===== config.mk =====
export PLATFORM = sky130hd
export DESIGN_NAME = dmem_responder
export DESIGN_NICKNAME = d
export VERILOG_FILES = /design/src/rtl/dmem_responder.sv
export SDC_FILE = /design/constraint.sdc
export NUM_CORES = 2
export LEC_CHECK = 0
export BUFFER_PORTS_ARGS = -buffer_cell sky130_fd_sc_hd__buf_4
export CAP_MARGIN = 10
export CORE_MARGIN = 3
export CORE_UTILIZATION = 30
export DETAILED_ROUTE_END_ITERATION = 8
export SYNTH_ARGS = -nofsm -noshare
export SYNTH_HDL_FRONTEND = slang
export SYNTH_SLANG_ARGS = --single-unit

===== constraint.sdc =====
create_clock -name clk -period 3.65 [get_ports clk]
set_input_delay 1.095 -clock clk [delete_from_list [all_inputs] [get_ports clk]]
set_output_delay 1.095 -clock clk [all_outputs]
set_load 0.03 [all_outputs]

===== src/rtl/dmem_responder.sv =====
// Data-memory responder: accepts one word request at a time, waits a fixed number of
// cycles, performs a byte-masked store or a word load, then answers on a response channel.
module dmem_responder #(
  parameter int DEPTH       = 64,
  parameter int WAIT_CYCLES = 2
) (
  input  logic        clk,
  input  logic        reset,
  input  logic        req_valid,
  output logic        req_ready,
  input  logic        req_we,
  input  logic [31:0] req_addr,
  input  logic [31:0] req_wdata,
  input  logic [3:0]  req_be,
  output logic        rsp_valid,
  input  logic        rsp_ready,
  output logic [31:0] rsp_rdata,
  output logic        rsp_err
);

  localparam int IDXW = (DEPTH > 1) ? $clog2(DEPTH) : 1;

  typedef enum logic [1:0] {S_IDLE, S_WAIT, S_RESP} state_t;

  state_t      r_state;
  logic [3:0]  r_cnt;
  logic        r_we;
  logic [31:0] r_addr;
  logic [31:0] r_wdata;
  logic [3:0]  r_be;
  logic        r_req_ready;
  logic        r_rsp_valid;
  logic [31:0] r_rsp_rdata;
  logic        r_rsp_err;
  logic [31:0] r_mem [DEPTH];

  logic            w_direct;
  logic            w_do_access;
  logic            w_acc_we;
  logic [31:0]     w_acc_addr;
  logic [31:0]     w_acc_wdata;
  logic [3:0]      w_acc_be;
  logic            w_acc_err;
  logic [IDXW-1:0] w_idx;
  logic [31:0]     w_rdata;

  // With no wait states the access uses the request straight off the port on the accept edge.
  assign w_direct    = (WAIT_CYCLES == 0) && (r_state == S_IDLE) && req_valid;
  assign w_do_access = w_direct || ((r_state == S_WAIT) && (r_cnt == 4'd1));
  assign w_acc_we    = w_direct ? req_we    : r_we;
  assign w_acc_addr  = w_direct ? req_addr  : r_addr;
  assign w_acc_wdata = w_direct ? req_wdata : r_wdata;
  assign w_acc_be    = w_direct ? req_be    : r_be;
  assign w_acc_err   = (w_acc_addr[1:0] != 2'b00) || (w_acc_addr[31:2] >= 30'(DEPTH));
  assign w_idx       = w_acc_addr[IDXW+1:2];
  assign w_rdata     = (w_acc_err || w_acc_we) ? 32'd0 : r_mem[w_idx];

  always_ff @(posedge clk) begin
    if (w_do_access && w_acc_we && !w_acc_err) begin
      for (int i = 0; i < 4; i++) begin
        if (w_acc_be[i]) r_mem[w_idx][8*i +: 8] <= w_acc_wdata[8*i +: 8];
      end
    end
  end

  always_ff @(posedge clk or negedge reset) begin
    if (!reset) begin
      r_state     <= S_IDLE;
      r_cnt       <= 4'd0;
      r_we        <= 1'b0;
      r_addr      <= 32'd0;
      r_wdata     <= 32'd0;
      r_be        <= 4'd0;
      r_req_ready <= 1'b1;
      r_rsp_valid <= 1'b0;
      r_rsp_rdata <= 32'd0;
      r_rsp_err   <= 1'b0;
    end else begin
      case (r_state)
        S_IDLE: begin
          if (req_valid) begin
            r_we        <= req_we;
            r_addr      <= req_addr;
            r_wdata     <= req_wdata;
            r_be        <= req_be;
            r_req_ready <= 1'b0;
            if (WAIT_CYCLES == 0) begin
              r_state     <= S_RESP;
              r_rsp_valid <= 1'b1;
              r_rsp_rdata <= w_rdata;
              r_rsp_err   <= w_acc_err;
            end else begin
              r_state <= S_WAIT;
              r_cnt   <= 4'(WAIT_CYCLES);
            end
          end
        end
        S_WAIT: begin
          r_cnt <= r_cnt - 4'd1;
          if (r_cnt == 4'd1) begin
            r_state     <= S_RESP;
            r_rsp_valid <= 1'b1;
            r_rsp_rdata <= w_rdata;
            r_rsp_err   <= w_acc_err;
          end
        end
        S_RESP: begin
          // Response data is deliberately left in place after the handshake.
          if (rsp_ready) begin
            r_state     <= S_IDLE;
            r_rsp_valid <= 1'b0;
            r_req_ready <= 1'b1;
          end
        end
        default: begin
          r_state     <= S_IDLE;
          r_req_ready <= 1'b1;
          r_rsp_valid <= 1'b0;
        end
      endcase
    end
  end

  assign req_ready = r_req_ready;
  assign rsp_valid = r_rsp_valid;
  assign rsp_rdata = r_rsp_rdata;
  assign rsp_err   = r_rsp_err;

endmodule


==> flow_metrics.env <==
export IMPL_layout_commonest_cell="edfxtp_1"
export IMPL_synthesis_nets=5029
export IMPL_period_share_pct=96.7
export IMPL_core_area_um2=277000
export IMPL_tns_ps=0
export IMPL_yosysTopAreaCellShare_pct=73.6
export IMPL_p_int_uw=49800
export IMPL_crit_top_cell="buf_4"
export IMPL_cts_buffer_depth=3
export IMPL_path_clk_slew_ps=60
export IMPL_final_layout_size_suffix_gt1_share_pct=20.4
export IMPL_avgSynthCellArea_um2=16.9
export IMPL_ys_flop_type="edfxtp_1"
export IMPL_rows=193
export IMPL_ys_seq_area_share_pct=76.9
export IMPL_hpwlAfterDp_um=184000
export IMPL_p_switching_uw=28300
export IMPL_synth_edf_count=2048
export IMPL_routed_via_count=50900
export IMPL_holdWs_ps=257
export IMPL_dr_pass1_iters=7
export IMPL_endpoint_kind="flop"
export IMPL_r2r_start="r_addr[4]"
export IMPL_setup_violations=0
export IMPL_path_cells="buf_12, clkinv_2, buf_4, o221ai_1, a222oi_1, nor2_1, nor4_1, buf_4, a22o_1"
export IMPL_power_share_clock_pct=27.1
export IMPL_rsz0062_at_grt="no"
export IMPL_yosysWarnings=0
export IMPL_numClockSinks=2158
export IMPL_final_cell_area_um2=97300
export IMPL_min_period_ps=3530
export IMPL_synth_largest_area_cell="edfxtp_1"
export IMPL_worstPathMaxFanout=36
export IMPL_die_area_um2=285000
export IMPL_slowest_stage="buf_4"
export IMPL_finClkSkew_ps=47.5
export IMPL_grt_pass1_wl_um=395000
export IMPL_grt_pass1_vias=49100
export IMPL_routed_via_density=5.57
export IMPL_postRouteAntennaNets=0
export IMPL_die_w_um=534
export IMPL_clk_latency_ps=870
export IMPL_worstRegToRegCells=9
export IMPL_cts_buffers=202
export IMPL_io_pins=108
export IMPL_h_tree_depth=4
export IMPL_synth_distinct_cells=69
export IMPL_wl_um=286000
export IMPL_nNetsFinal=5307
export IMPL_start_util_pct=30.2
export IMPL_syn_area_um2=83600
export IMPL_worstPathArrival_ps=4290
export IMPL_crit_path_start_kind="flop"
export IMPL_worstMarginPinSlew_ps=1220
export IMPL_slowest_delay_ps=690
export IMPL_fmaxAchievable_mhz=283
export IMPL_layout_common_cells="edfxtp_1 (2048), nand2_1 (384), buf_4 (360)"
export IMPL_timing_final_hold_violations=0
export IMPL_ys_top_cells_by_area="edfxtp_1 (74%), dfrtp_1 (3.3%), mux4_2 (3.0%), mux2i_1 (2.8%), mux2_2 (2.5%)"
export IMPL_place_congestion=0.905
export IMPL_grt_overflow_total=0
export IMPL_peakVddDrop_mv=0.792
export IMPL_hold_path_class="in2async"
export IMPL_die_h_um=534
export IMPL_crit_path_start="r_addr[4]"
export IMPL_grt_use_total_pct=19.4
export IMPL_port_buffer_count=107
export IMPL_initialDrtViolationCount=7875
export IMPL_wl_per_cell_um=31.4
export IMPL_comb_power_share_pct=30.5
export IMPL_path_class="reg2reg"
export IMPL_grt_max_degree=116
export IMPL_power_density_nw_per_um2=802
export IMPL_status="complete, no violations"
export IMPL_hold_buffers=0
export IMPL_ys_ff_latch=2158
export IMPL_synthCells=4954
export IMPL_tritoncts="yes"
export IMPL_swShare_pct=36.2
export IMPL_maxSlewHeadroom_pct=18.8
export IMPL_drv_slew=0
export IMPL_seqPwrFrac_pct=42.4
export IMPL_worst_ep_required_time_ps=4410
export IMPL_place_area_um2=90600
export IMPL_drc=0
export IMPL_antenna_found_initial=18
export IMPL_drv_cap=0
export IMPL_synthArstFlopShare_pct=5.10
export IMPL_p_leak_uw=0.0310
export IMPL_cts_root_buf="clkbuf_16"
export IMPL_area_growth_pct=16.4
==> sequential cells by signal, indices dropped and copies added (netlist names), 2 cells and up <==
signal	cells
r_addr	32
r_be	4
r_cnt	4
r_mem	2048
r_state	2
r_wdata	32
rsp_rdata	32
==> final cells by class <==
class / count / area, um2
flip-flops and latches: 2158 / 64300
well taps: 3705 / 4640
clock inverters: 125 / 1220
multi-input cells: 2447 / 17900
fillers: 25900 / 180000
diodes: 14 / 35.0
inverters: 9 / 42.5
clock buffers: 253 / 5410
repair buffers: 414 / 3770
==> kinds of logic (layout without fill, tap and decap cells) <==
| group | count (synthesis) | count (layout) | share of synthesized area (%) |
|---|---|---|---|
| other | 0 | 14 | 0 |
| buffers and inverters | 349 | 801 | 1.94 |
| muxes | 531 | 531 | 8.29 |
| and+or+nand+nor | 890 | 890 | 4.45 |
| AOI/OAI and AO/OA | 1024 | 1024 | 8.44 |
| DFF | 2158 | 2158 | 76.9 |
| adders and majority gates | 2 | 2 | 0.0299 |
==> stage by stage <==
| step | total power (uW) | setup slack (ps) | std cells | utilization (%) |
|---|---|---|---|---|
| 3_5_place_dp | 56800 | 95.4 | 8730 | 32.7 |
| 2_1_floorplan | 44800 | 872 | 4954 | - |
| 4_1_cts | 77600 | 33.9 | 9108 | 35.1 |
| 6_report | 78000 | 122 | 9125 | 35.1 |
| 5_1_grt | 79800 | 39.3 | 9111 | 35.1 |
| 3_3_place_gp | 56500 | 41.6 | 8723 | 32.6 |
==> power by group through the flow <==
stage	Sequential, uW	Combinational [uW]	Clock [uW]
finish	33100	23800	21200
detailed placement	33800	22900	0
global placement	34300	22200	0
floorplan	33100	11700	0
CTS	33300	23000	21300
global route	33200	24400	22300
==> worst paths after layout <==
check | to | slack, ps
max in group asynchronous | r_wdata[22] | 2610
worst min register to register | r_addr[14] | 480
worst max-delay path | rsp_rdata[3] | 120
worst max register to register | rsp_rdata[3] | 120
min in group clk | r_wdata[6] | 420
worst min-delay path | rsp_rdata[25] | 260
==> per-layer routing <==
layer	wire [um]	share of wire [%]	vias to the layer above	track usage (%)
met5	259	0.090	-	0.450
li1	-	-	20400	-
met4	16500	5.7	18	10.2
met3	32100	11	654	4.50
met2	129000	45	3630	29.6
met1	108000	38	26200	25.7
==> synth_stat cells, types with 20 or more instances <==
master       n
o221ai_1   139
nor2b_1     25
a22oi_1     77
dfrtp_1    109
nand2_1    391
edfxtp_1  2048
mux4_2     110
mux2i_1    232
mux2_2     189
a211oi_1    53
nor3_1      20
nor2_1     353
buf_4       42
clkbuf_1   159
o21ai_0    124
a21oi_1    125
o22ai_1    320
buf_1       31
a221oi_1    30
buf_2      104
nand3_1     21
==> worst max-delay path: cells and delay by family (launching register included) <==
kind	cells	cell delay (ps)
buf+inv	4	1250
compound gates	3	1070
simple gates	2	570
flops	1	490
==> repair_timing <==
item,in CTS,in global routing
resized for setup,0,1
buffers inserted,0,0
setup endpoints to repair,0,8
endpoints found under the hold margin,0,0
(Power assumes the default switching activity.)
